===== config.mk =====
export PLATFORM = sky130hd
export DESIGN_NAME = ppu_bg_fetcher
export DESIGN_NICKNAME = d
export VERILOG_FILES = /design/src/rtl/ppu_pkg.sv /design/src/rtl/ppu_bg_fetcher_shifter.sv /design/src/rtl/ppu_bg_fetcher.sv
export SDC_FILE = /design/constraint.sdc
export NUM_CORES = 1
export LEC_CHECK = 0
export CAP_MARGIN = 10
export CORE_MARGIN = 5
export CORE_UTILIZATION = 36
export DETAILED_ROUTE_END_ITERATION = 12
export PLACE_DENSITY = 0.63
export SKIP_CTS_REPAIR_TIMING = 1
export SLEW_MARGIN = 20
export SYNTH_ARGS = -nofsm -noshare
export SYNTH_HDL_FRONTEND = slang
export SYNTH_SLANG_ARGS = --single-unit

===== constraint.sdc =====
create_clock -name Clk -period 3.1 [get_ports Clk]
set_input_delay 0.62 -clock Clk [delete_from_list [all_inputs] [get_ports Clk]]
set_output_delay 0.62 -clock Clk [all_outputs]
set_load 0.05 [all_outputs]

===== src/rtl/ppu_pkg.sv =====
// ppu_pkg: fetch-state encoding, VRAM base addresses and address helpers for the background fetcher
package ppu_pkg;
  typedef logic [3:0] fetch_state_t;
  localparam fetch_state_t S_IDLE     = 4'd0;
  localparam fetch_state_t S_MAP_RD   = 4'd1;
  localparam fetch_state_t S_MAP_WAIT = 4'd2;
  localparam fetch_state_t S_LO_RD    = 4'd3;
  localparam fetch_state_t S_LO_WAIT  = 4'd4;
  localparam fetch_state_t S_HI_RD    = 4'd5;
  localparam fetch_state_t S_HI_WAIT  = 4'd6;
  localparam fetch_state_t S_PUSH     = 4'd7;
  localparam fetch_state_t S_DONE     = 4'd8;
  localparam logic [15:0] MAP_BASE_0  = 16'h9800;
  localparam logic [15:0] MAP_BASE_1  = 16'h9C00;
  localparam logic [15:0] TILE_BASE_U = 16'h8000;
  localparam logic [15:0] TILE_BASE_S = 16'h9000;
  function automatic logic [15:0] map_addr(input logic sel, input logic [4:0] row, input logic [4:0] col);
    return (sel ? MAP_BASE_1 : MAP_BASE_0) + {6'd0, row, col};
  endfunction
  function automatic logic [15:0] tile_addr(input logic sel, input logic [7:0] tile, input logic [2:0] fine);
    return sel ? TILE_BASE_U + {4'd0, tile, 4'd0} + {12'd0, fine, 1'b0}
               : TILE_BASE_S + {{4{tile[7]}}, tile, 4'd0} + {12'd0, fine, 1'b0};
  endfunction
endpackage


===== src/rtl/ppu_bg_fetcher_shifter.sv =====
// bg_pixel_shifter: holds one tile row, drops fine-scroll pixels, then shifts out on each transfer
module bg_pixel_shifter (
  input  logic       Clk,
  input  logic       reset,
  input  logic       load,
  input  logic [7:0] lo_in,
  input  logic [7:0] hi_in,
  input  logic [2:0] disc_in,
  input  logic       shift,
  output logic       empty,
  output logic       discarding,
  output logic       last,
  output logic [1:0] color
);
  logic [7:0] lo_q, lo_d, hi_q, hi_d;
  logic [3:0] cnt_q, cnt_d;
  logic [2:0] disc_q, disc_d;
  logic step;
  assign empty = cnt_q == 4'd0;
  assign discarding = !empty && disc_q != 3'd0;
  assign last = cnt_q == 4'd1;
  assign color = {hi_q[7], lo_q[7]};
  assign step = discarding || (shift && !empty);
  // load a fresh tile row, or drop the leftmost pixel when it is discarded or accepted
  always_comb begin
    lo_d = load ? lo_in : step ? {lo_q[6:0], 1'b0} : lo_q;
    hi_d = load ? hi_in : step ? {hi_q[6:0], 1'b0} : hi_q;
    cnt_d = load ? 4'd8 : step ? cnt_q - 4'd1 : cnt_q;
    disc_d = load ? disc_in : discarding ? disc_q - 3'd1 : disc_q;
  end
  // shifter registers
  always_ff @(posedge Clk or posedge reset) begin
    if (reset) begin
      lo_q <= '0;
      hi_q <= '0;
      cnt_q <= '0;
      disc_q <= '0;
    end else begin
      lo_q <= lo_d;
      hi_q <= hi_d;
      cnt_q <= cnt_d;
      disc_q <= disc_d;
    end
  end
endmodule


===== src/rtl/ppu_bg_fetcher.sv =====
// ppu_bg_fetcher: walks one scanline of the background map, fetching tiles from VRAM into a 2-bit pixel stream
module ppu_bg_fetcher
  import ppu_pkg::*;
#(
  parameter int LINE_PIXELS = 160,
  parameter int VRAM_LAT = 1
) (
  input  logic        Clk,
  input  logic        reset,
  input  logic        line_start,
  input  logic [7:0]  line_y,
  input  logic [7:0]  scroll_x,
  input  logic [7:0]  scroll_y,
  input  logic        bg_map_sel,
  input  logic        tile_data_sel,
  output logic [15:0] vram_addr,
  output logic        vram_rd,
  input  logic [7:0]  vram_data,
  output logic        pix_valid,
  input  logic        pix_ready,
  output logic [1:0]  pix_color,
  output logic        busy,
  output logic        line_done
);
  fetch_state_t state_q, state_d;
  logic [1:0] wcnt_q, wcnt_d;
  logic [15:0] addr_q, addr_d;
  logic [4:0] col_q, col_d, row_q, row_d;
  logic [2:0] fine_y_q, fine_y_d, fine_x_q, fine_x_d;
  logic map_sel_q, map_sel_d, data_sel_q, data_sel_d, first_q, first_d;
  logic [7:0] lo_q, lo_d, pcnt_q, pcnt_d, bg_y;
  logic load, empty, discarding, last, xfer, handled, wait_end;
  logic [1:0] color;
  assign bg_y = line_y + scroll_y;
  assign wait_end = wcnt_q == 2'(VRAM_LAT - 1);
  assign pix_valid = state_q == S_PUSH && !empty && !discarding;
  assign pix_color = pix_valid ? color : 2'b00;
  assign xfer = pix_valid && pix_ready;
  assign handled = state_q == S_PUSH && (xfer || discarding);
  assign vram_rd = state_q == S_MAP_RD || state_q == S_LO_RD || state_q == S_HI_RD;
  assign vram_addr = addr_q;
  assign busy = state_q != S_IDLE;
  assign line_done = state_q == S_DONE;
  bg_pixel_shifter u_shifter (
    .Clk(Clk),
    .reset(reset),
    .load(load),
    .lo_in(lo_q),
    .hi_in(vram_data),
    .disc_in(first_q ? fine_x_q : 3'd0),
    .shift(xfer),
    .empty(empty),
    .discarding(discarding),
    .last(last),
    .color(color)
  );
  // fetch sequencing; a line_start always wins and relatches the line parameters
  always_comb begin
    state_d = state_q;
    wcnt_d = wcnt_q;
    addr_d = addr_q;
    col_d = col_q;
    row_d = row_q;
    fine_y_d = fine_y_q;
    fine_x_d = fine_x_q;
    map_sel_d = map_sel_q;
    data_sel_d = data_sel_q;
    first_d = first_q;
    lo_d = lo_q;
    pcnt_d = pcnt_q;
    load = 1'b0;
    case (state_q)
      S_MAP_RD: begin
        state_d = S_MAP_WAIT;
        wcnt_d = '0;
      end
      S_MAP_WAIT: begin
        wcnt_d = wcnt_q + 2'd1;
        if (wait_end) begin
          state_d = S_LO_RD;
          addr_d = tile_addr(data_sel_q, vram_data, fine_y_q);
        end
      end
      S_LO_RD: begin
        state_d = S_LO_WAIT;
        wcnt_d = '0;
      end
      S_LO_WAIT: begin
        wcnt_d = wcnt_q + 2'd1;
        if (wait_end) begin
          state_d = S_HI_RD;
          lo_d = vram_data;
          addr_d = addr_q + 16'd1;
        end
      end
      S_HI_RD: begin
        state_d = S_HI_WAIT;
        wcnt_d = '0;
      end
      S_HI_WAIT: begin
        wcnt_d = wcnt_q + 2'd1;
        if (wait_end) begin
          state_d = S_PUSH;
          load = 1'b1;
        end
      end
      S_PUSH: begin
        pcnt_d = xfer ? pcnt_q + 8'd1 : pcnt_q;
        if (xfer && pcnt_q == 8'(LINE_PIXELS - 1)) state_d = S_DONE;
        else if (handled && last) begin
          state_d = S_MAP_RD;
          col_d = col_q + 5'd1;
          addr_d = map_addr(map_sel_q, row_q, col_q + 5'd1);
          first_d = 1'b0;
        end
      end
      S_DONE: state_d = S_IDLE;
      default: state_d = S_IDLE;
    endcase
    if (line_start) begin
      state_d = S_MAP_RD;
      row_d = bg_y[7:3];
      fine_y_d = bg_y[2:0];
      col_d = scroll_x[7:3];
      fine_x_d = scroll_x[2:0];
      map_sel_d = bg_map_sel;
      data_sel_d = tile_data_sel;
      addr_d = map_addr(bg_map_sel, bg_y[7:3], scroll_x[7:3]);
      first_d = 1'b1;
      pcnt_d = '0;
    end
  end
  // fetcher state registers
  always_ff @(posedge Clk or posedge reset) begin
    if (reset) begin
      state_q <= S_IDLE;
      wcnt_q <= '0;
      addr_q <= '0;
      col_q <= '0;
      row_q <= '0;
      fine_y_q <= '0;
      fine_x_q <= '0;
      map_sel_q <= 1'b0;
      data_sel_q <= 1'b0;
      first_q <= 1'b0;
      lo_q <= '0;
      pcnt_q <= '0;
    end else begin
      state_q <= state_d;
      wcnt_q <= wcnt_d;
      addr_q <= addr_d;
      col_q <= col_d;
      row_q <= row_d;
      fine_y_q <= fine_y_d;
      fine_x_q <= fine_x_d;
      map_sel_q <= map_sel_d;
      data_sel_q <= data_sel_d;
      first_q <= first_d;
      lo_q <= lo_d;
      pcnt_q <= pcnt_d;
    end
  end
endmodule


==> flow_summary.toml, run 1 <==
[global_route]
grt_pass1_wl_mm = 18.3
grt_pass1_vias = 3663
grt_antenna_before_repair = 0
grt_overflow_total = 0
grt_max_degree = 52
grtUsageTotal = 0.152

[critical_path]
setup.worst_path.end_class = "output pin"
crit_end = "line_done"
reg2reg_to = "vram_addr[4]"
reg2regPathDepth = 7
arrival_ns = 2.22
cp_max_fo = 11
r2r_setup_slack_ns = 0.62
timing.rr.start = "state_q[1]"
crit_required_ns = 2.48
path_class = "register to output pin"
start_kind = "register"
cp-startpoint = "state_q[3]"

[yosys]
async_flop_share = 1.00
yosys-top-cells-area = "dfrtp_1 43%, mux2i_1 5.0%, o21ai_0 4.3%, ha_1 4.1%, nand2_1 4.0%"
yosys_register_bits = 80
syn_avg_cell_area_sq_um = 9.59
ys.warnings.count = 0
synthTopCellsByCount = "80 x dfrtp_1, 49 x nand2_1, 40 x o21ai_0, 27 x nand3_1, 26 x nor2_1"
synth_nets = 536
synth_cells = 482
synth-edff-count = 0
synth_top_area_share = 0.433
yosysUniqueCellTypes = 67
synthFlopType = "dfrtp_1"
ys_seq_area_frac = 0.433
synth.most_common_cell = "dfrtp_1"
yosys.area.top_type = "dfrtp_1"
syn_area_sq_um = 4620

[layout]
syn2layout_area_growth_pct = 23.2
final_area_sq_um = 5690
fillers = 1255
nets = 590
multiInputGateArea_sq_um = 2390
final_util = 0.451
seqCellArea_sq_um = 2000
final_layout_size_suffix_gt1_frac = 0.109
instances_no_fill = 713
diodes = 0

[timing]
slew_viol_final = 0
fin_skew_ns = 0.0105
hold_viol = 0
slew_headroom = 0.512
grt_setup_unrepaired = "false"
tns_ns = 0
fmax_ghz = 0.352
max_slew.worst_pin.slew_ns = 0.731
min_period_ns = 2.84
finalSetupViolations = 0
worst_slack_ns = 0.260
final.period_utilization = 0.916

[power]
vdd_drop_max_uv = 281
swShare = 0.341
p_seq_frac = 0.399
clockPowerShare = 0.299
power_switching_mw = 1.21
power.density_nw_per_um2 = 623
combPwrFrac = 0.301
p_int_mw = 2.34
power.leakage_nw = 2.47

[route]
route.layer.met1.wl_mm = 5.41
top_layer = "met4"
dr_wl_met3_microns = 516
routed_via_density = 5.23
wl_per_cell_microns = 15.6
drc = 0
vias = 3727
postRouteAntennaNets = 0
drt-total-wl_mm = 11.1
first_pass_iters = 4
drt-initial-drc-count = 205
wl_met2_mm = 5.09

[floorplan]
initial_core_util = 0.366
dieArea_sq_um = 15200
die_w_microns = 123
coreArea_sq_um = 12600
fp-row-count = 41
ios = 60
die_y_microns = 123

[placement]
post_dp_cell_area_sq_um = 5400
place_inst = 697
port_buffers = 59
gp_congestion = 0.807
dp_hpwl_mm = 8.04
place_ws_ns = 0.375

[worst_hold_path]
min-delay-path-class = "register to register"

[clock_tree]
clk_pin_slew_ns = 0.06
h-tree-depth = 3
tritoncts = "built"
cts-root-buf = "clkbuf_16"
clock_path_buffers = 2
insertion_delay_ns = 0.34
cts_num_sinks = 80
cts_buffers = 9

[job]
cap_violations = 0

[outcome]
run_status = "completed"
-- critical path, stage by stage, from the launching register on --
cell             delay (ns)
dfrtp_1                0.55
nor4b_1                0.44
clkdlybuf4s50_1        0.90
-- power groups by stage --
stage                     Combinational [mW]  Sequential [mW]  Clock (mW)
after floorplan                        0.728             1.49           0
after global placement                  1.04             1.42           0
after detailed placement                1.07             1.43           0
after CTS                               1.08             1.42        1.08
after global routing                    1.19             1.45        1.13
final                                   1.07             1.42        1.06
-- cells in the final DEF, fill, tap and decap left out, types with 3 or more instances in the layout --
cell             instances
mux2_2                  12
buf_4                    9
a221oi_1                 3
mux2i_1                 23
and3_1                   7
or3_1                    3
nor3_1                   4
clkdlybuf4s50_1         55
nand2b_1                 4
xor2_1                  13
and2_1                   4
clkbuf_16                9
dfrtp_1                 80
nor2_1                  26
buf_12                   4
ha_1                    15
and4_1                   5
nand3_1                 27
nand4_1                  4
o21ai_1                 17
o211ai_1                 5
o21ai_0                 40
a21oi_1                 23
inv_1                   23
a22oi_1                  3
nand2_1                 49
xnor2_1                 14
a31oi_1                  4
-- cell type report --
type	count	share of cell area
clock buffers	10	0.0402
clock inverters	6	0.0119
inverters	24	0.0160
multi-input cells	352	0.419
flip-flops and latches	80	0.352
well taps	172	0.0378
repair buffers	69	0.123
-- metal layers --
metal / vias up / track usage
met5: - / 0
met2: 79 / 0.240
li1: 1837 / -
met4: 0 / 0.0374
met3: 10 / 0.0371
met1: 1801 / 0.210
-- worst min path at each step --
stage / slack [ns] / from / endpoint / depth (start not counted)
floorplan: 0.44 / lo_q[0] / u_shifter.lo_q[0] / 2
global placement: 0.46 / lo_q[7] / u_shifter.lo_q[7] / 2
detailed placement: 0.47 / lo_q[6] / u_shifter.lo_q[6] / 2
CTS: 0.49 / lo_q[5] / lo_q[5] / 2
global route: 0.51 / lo_q[6] / u_shifter.lo_q[6] / 2
finish: 0.49 / lo_q[5] / lo_q[5] / 2
-- kinds of logic after synthesis --
logic type / share of synthesized area
AOI/OAI and AO/OA: 0.166
xor gates and xnor gates: 0.0512
buffers and inverters: 0.0517
adders and majority gates: 0.0450
muxes: 0.0791
DFF: 0.433
and+or+nand+nor: 0.174
-- per-stage QoR --
stage	hold WS [ns]	power (mW)
after global routing	0.515	3.76
after global placement	0.460	2.47
after floorplan	0.444	2.22
after CTS	0.490	3.58
after detailed placement	0.470	2.51
final	0.487	3.55
-- flip-flops by register name (all words and copies together), names as in the netlist, 2 cells and up --
register,flops
u_shifter.disc_q,3
pcnt_q,8
fine_x_q,3
u_shifter.hi_q,8
vram_addr,16
u_shifter.lo_q,8
state_q,4
fine_y_q,3
lo_q,8
wcnt_q,2
u_shifter.cnt_q,4
col_q,5
row_q,5
Note: power is estimated with default switching activity, not from simulation.
==> run 2: changes to the inputs <==
- ABC_AREA: not set -> 1
- CELL_PAD_IN_SITES_DETAIL_PLACEMENT: not set -> 1
- CELL_PAD_IN_SITES_GLOBAL_PLACEMENT: not set -> 1
- PLACE_DENSITY: 0.63 -> 0.79
==> flow_summary.toml, run 2 <==
[timing]
min_period_ns = 2.98
fmax_ghz = 0.336
fin_skew_ns = 0.00717
grt_setup_unrepaired = "false"
worst_slack_ns = 0.124
finalHoldWorstSlack_ns = 0.485
finalSetupViolations = 0
slew_headroom = 0.523
slew_viol_final = 0
hold_viol = 0
max_slew.worst_pin.slew_ns = 0.714
final.period_utilization = 0.960
tns_ns = 0

[floorplan]
dieArea_sq_um = 16000
die_w_microns = 126
initial_core_util = 0.368
fp-row-count = 42
coreArea_sq_um = 13200
ios = 60
die_y_microns = 126

[global_route]
grt_max_degree = 45
grt_pass1_vias = 4948
grt_overflow_total = 0
grt_pass1_wl_mm = 24.6
grt_antenna_before_repair = 0
grtUsageTotal = 0.188

[yosys]
synth-edff-count = 0
ys.warnings.count = 0
synth.most_common_cell = "nand2_1"
syn_area_sq_um = 4880
yosysUniqueCellTypes = 43
synth_cells = 665
synthTopCellsByCount = "224 x nand2_1, 80 x dfrtp_1, 79 x inv_1, 60 x nand3_1, 51 x o21ai_0"
yosys_register_bits = 80
ys_seq_area_frac = 0.410
synth_top_area_share = 0.410
syn_avg_cell_area_sq_um = 7.34
synth_nets = 719
yosys.area.top_type = "dfrtp_1"
synthFlopType = "dfrtp_1"
yosys-top-cells-area = "dfrtp_1 41%, nand2_1 17%, nand3_1 6.2%, inv_1 6.1%, o21ai_0 5.2%"
async_flop_share = 1.00

[critical_path]
arrival_ns = 2.36
cp_max_fo = 5
cp-startpoint = "u_shifter.cnt_q[0]"
setup.worst_path.end_class = "output pin"
crit_required_ns = 2.48
path_class = "register to output pin"
start_kind = "register"
timing.rr.start = "state_q[1]"

[clock_tree]
cts-root-buf = "clkbuf_16"
clock_path_buffers = 2
insertion_delay_ns = 0.34
cts_num_sinks = 80
tritoncts = "built"
h-tree-depth = 3
clk_pin_slew_ns = 0.06
cts_buffers = 9

[layout]
nets = 777
instances_no_fill = 903
layout_commonest_cell = "nand2_1"
final_area_sq_um = 5970
largest_register_ffs = 16
final_layout_size_suffix_gt1_frac = 0.0757
syn2layout_area_growth_pct = 22.4
most-common-layout-cells = "224 x nand2_1, 80 x dfrtp_1, 78 x inv_1, 60 x nand3_1, 59 x clkdlybuf4s50_1"
fillers = 1687
diodes = 0

[route]
first_pass_iters = 4
routed_via_density = 5.11
wl_per_cell_microns = 16.0
vias = 4611
drc = 0
drt-total-wl_mm = 14.4
postRouteAntennaNets = 0
drt-initial-drc-count = 325

[power]
power.leakage_nw = 2.99
power.density_nw_per_um2 = 787
vdd_drop_max_uv = 302

[outcome]
run_status = "completed"

[placement]
post_dp_cell_area_sq_um = 5630
dp_hpwl_mm = 10.6
place_ws_ns = 0.507
port_buffers = 59
gp_congestion = 0.836
place_inst = 888

[worst_hold_path]
min-delay-path-class = "register to register"
hp-start = "fine_y_q[2]"

[job]
cap_violations = 0
==> run 2: cell families after synthesis <==
logic type	Yosys count	share of synthesized area
xor+xnor	5	0.00897
fa+ha+maj	16	0.0426
simple gates	369	0.337
flops	80	0.410
mux	2	0.00462
compound gates	92	0.109
buf+inv	101	0.0874
==> run 2: report_power, final <==
part / internal [mW] / switching [mW]
clock: 0.789 / 0.418
combinational: 0.623 / 1.27
sequential: 1.34 / 0.258
==> run 2: path summary, 6_finish.rpt <==
| check | to | slack (ns) | depth (start not counted) |
|---|---|---|---|
| max | pix_color[1] | 0.12 | 6 |
| min reg2reg | fine_y_q[2] | 0.49 | 2 |
| max in group asynchronous | fine_x_q[0] | 1.73 | 3 |
| max reg2reg | lo_q[3] | 0.86 | 5 |
| min in group asynchronous | u_shifter.disc_q[0] | 0.70 | 2 |
| min | fine_y_q[2] | 0.49 | 2 |
==> run 2: per-stage QoR <==
step	power, mW	utilization
finish	4.70	0.451
CTS	4.74	0.451
floorplan	2.91	-
detailed placement	3.50	0.425
global route	5.04	0.451
global placement	3.40	0.425
==> run 2: critical path, cell delays in order, from the launching register on <==
cell	delay (ns)
dfrtp_1	0.38
inv_1	0.08
ha_1	0.23
nand2_1	0.20
nand3_2	0.17
nor2_1	0.13
clkdlybuf4s50_1	0.81
==> run 2: area by class of cell <==
| type | count | area [sq um] | area share |
|---|---|---|---|
| repair buffers | 64 | 641 | 0.107 |
| inverters | 84 | 317 | 0.0530 |
| multi-input cells | 484 | 2450 | 0.411 |
| clock inverters | 2 | 60.1 | 0.0101 |
| flip-flops and latches | 80 | 2000 | 0.335 |
| clock buffers | 13 | 280 | 0.0469 |
| well taps | 176 | 220 | 0.0369 |
==> run 2: routing by layer <==
| metal | up-vias | wire length [microns] | GRT usage |
|---|---|---|---|
| met5 | - | 0 | 0 |
| met4 | 0 | 244 | 0.0644 |
| met3 | 16 | 496 | 0.0286 |
| met2 | 83 | 7270 | 0.334 |
| met1 | 2259 | 6390 | 0.231 |
| li1 | 2253 | - | - |
==> variant: new RTL, flow settings as in run 1 <==
Make the reset (`reset`) synchronous in 2 clocked blocks.
--- a/src/rtl/ppu_bg_fetcher_shifter.sv
+++ b/src/rtl/ppu_bg_fetcher_shifter.sv
@@ -30,5 +30,5 @@
   end
   // shifter registers
-  always_ff @(posedge Clk or posedge reset) begin
+  always_ff @(posedge Clk) begin
     if (reset) begin
       lo_q <= '0;
--- a/src/rtl/ppu_bg_fetcher.sv
+++ b/src/rtl/ppu_bg_fetcher.sv
@@ -132,5 +132,5 @@
   end
   // fetcher state registers
-  always_ff @(posedge Clk or posedge reset) begin
+  always_ff @(posedge Clk) begin
     if (reset) begin
       state_q <= S_IDLE;
Function: differs if reset is asserted again (counterexample within 4 cycles, from zero or initial values and one cycle with reset high); with reset held inactive, the same outputs for 10 cycles.
==> variant against run 1 <==
  * Worst setup slack worse by 0.081 ns
  * Sequential cell count stayed put
  * Area after synthesis decreased by 3.4%
  * Cell area shrank 3.0%
  * Via count up 11%
  * Sequential share of layout area fell by 6.2 points
  * Routed wire length rose by 7.2%
Power is not compared: it rests on default switching activity, and its combinational part moved more than twofold at a synthesized area within 25%.
==> variant: results (changes against run 1) <==
## Outcome
* **outcome** completed

## Logic synthesis
* **Net Count, Synth** 596, +11%
* **proportion of synthesized flip-flops having asynchronous set or reset** 0, -1.00
* **top post-synthesis cells by area** sky130_fd_sc_hd__dfxtp_1, sky130_fd_sc_hd__nor2_1, sky130_fd_sc_hd__mux2i_1
* **post-synthesis cell type count** 64, -4.5%
* **average size of a mapped cell** 8.24 um^2, -14%
* **post-synthesis sequential area ratio** 0.359, -0.0746
* **Post-synth top cells** sky130_fd_sc_hd__dfxtp_1, sky130_fd_sc_hd__nor2_1, sky130_fd_sc_hd__a21oi_1, sky130_fd_sc_hd__nand2_1, sky130_fd_sc_hd__nand3_1

## Cells and area
* **share of final-layout standard cells stronger than drive strength 1** 0.0767, -0.0324
* **number of clock buffers in the layout** 9, -1
* **area fraction of clock buffers and clock inverters** 0.0476, -0.00450
* **multi-input gate share of the layout cell area** 0.475, +0.0558
* **FILL cells** 1194, -4.9%
* **Final Instance Count excl. Fillers** 768, +7.7%
* **Inverters excl. clock** 22, -8.3%
* **non-clock buffer count in the final layout** 76, +10%
* **number of multi-input combinational cells** 407, +16%
* **Non-clock buffering overhead** 0.135, +0.0111
* **number of nets in the layout** 650, +10%
* **sequential standard cell area** 1600 um^2, -20%

## Setup path
* **reg-to-reg critical path startpoint** state_q[2]
* **cell class contributing the biggest share of worst-path delay** buffers and inverters
* **worst setup path startpoint** state_q[0]
* **slowest cell delay on critical path** 0.82 ns, -0.08 ns
* **worst flop-to-flop path endpoint** vram_addr[12]
* **register-to-register path setup slack** 0.72 ns, +0.10 ns
* **slowest stage cell, crit path** sky130_fd_sc_hd__clkdlybuf4s50_1
* **crit path DAT** 2.30 ns, +0.08 ns
* **Worst Path Max Fanout** 17, +6
* **cell count of the worst reg-to-reg path** 6, -1

## Route
* **Routed met3 length** 577 um, +12%
* **WL met1** 5660 um, +4.6%
* **met2 routed WL** 5530 um, +8.8%
* **Total Wirelength** 11900 um, +7.2%
* **routed vias/inst** 5.40, +3.4%
* **first-pass detailed-route iteration total** 5, +1
* **Starting DRT DRC Count** 358, +75%

## Placement
* **Final GP Congestion** 0.827, +2.6%
* **dpl cells** 753, +8.0%
* **Detail Placement HPWL** 8570 um, +6.5%

## Global routing
* **met2 track utilization from global routing** 0.260, +0.0199
* **via count of the first global-routing pass** 3848, +5.1%
* **met3 demand-to-capacity share in global routing** 0.0378, +0.000708
* **Overall Global Routing Usage** 0.163, +0.0110
* **met1 track demand over resource** 0.218, +0.00857
* **first-pass GRT wire length** 19200 um, +5.1%
* **pin count of the biggest net entering global routing** 39, -25%

## Power
* **fraction of power spent switching nets** 0.281
* **power of the clock network** 957 uW

## STA
* **Worst Clk Skew** 0.00860 ns, -0.00188 ns
* **relative slew slack** 0.559, +0.0467

## Min path
* **class of the tightest hold or removal check** reg -> reg
* **hold path startpoint** lo_q[3]
* **hold-critical path endpoint** lo_q[3]

## Clock tree
* **Root Buffer** sky130_fd_sc_hd__clkbuf_16
* **clock transition at the registers of the reported paths** 0.06 ns, about the same

## variant: cell count changes in the layout (fill, tap and decap cells not counted), moves of 8 or more
cell,before,now
sky130_fd_sc_hd__nor3_1,4,15
sky130_fd_sc_hd__mux2_2,12,0
sky130_fd_sc_hd__dfxtp_1,0,80
sky130_fd_sc_hd__a211oi_1,0,22
sky130_fd_sc_hd__dfrtp_1,80,0
sky130_fd_sc_hd__buf_4,9,17
sky130_fd_sc_hd__o21ai_1,17,1
sky130_fd_sc_hd__o21ai_0,40,16
sky130_fd_sc_hd__a21oi_1,23,44
sky130_fd_sc_hd__nor2_1,26,72
## variant: kinds of logic after synthesis
logic type,Yosys count,synth area share
muxes,25,0.0572
buffers and inverters,55,0.0546
adders and majority gates,16,0.0465
AOI/OAI and AO/OA,129,0.192
DFF,80,0.359
xor gates and xnor gates,33,0.0647
and+or+nand+nor,204,0.226
## variant: stage by stage
| step | hold slack (ns) | setup slack, ns | area [um^2] | utilization | power (mW) |
|---|---|---|---|---|---|
| after floorplan | 0.437 | 0.160 | 4470 | - | 1.37 |
| after global placement | 0.442 | 0.447 | 5260 | 0.436 | 1.51 |
| after detailed placement | 0.448 | 0.382 | 5260 | 0.436 | 1.52 |
| after CTS | 0.457 | 0.165 | 5520 | 0.458 | 2.48 |
| after global routing | 0.468 | 0.0414 | 5520 | 0.458 | 2.56 |
| final | 0.455 | 0.179 | 5520 | 0.458 | 2.46 |
## variant: how the worst max path moves through the flow
stage / depth (start not counted) / end / slack, ns
4_1_cts: 3 / busy / 0.16
5_1_grt: 3 / busy / 0.04
3_3_place_gp: 10 / vram_addr[8] / 0.45
2_1_floorplan: 3 / line_done / 0.16
6_report: 3 / busy / 0.18
3_5_place_dp: 10 / vram_addr[8] / 0.38
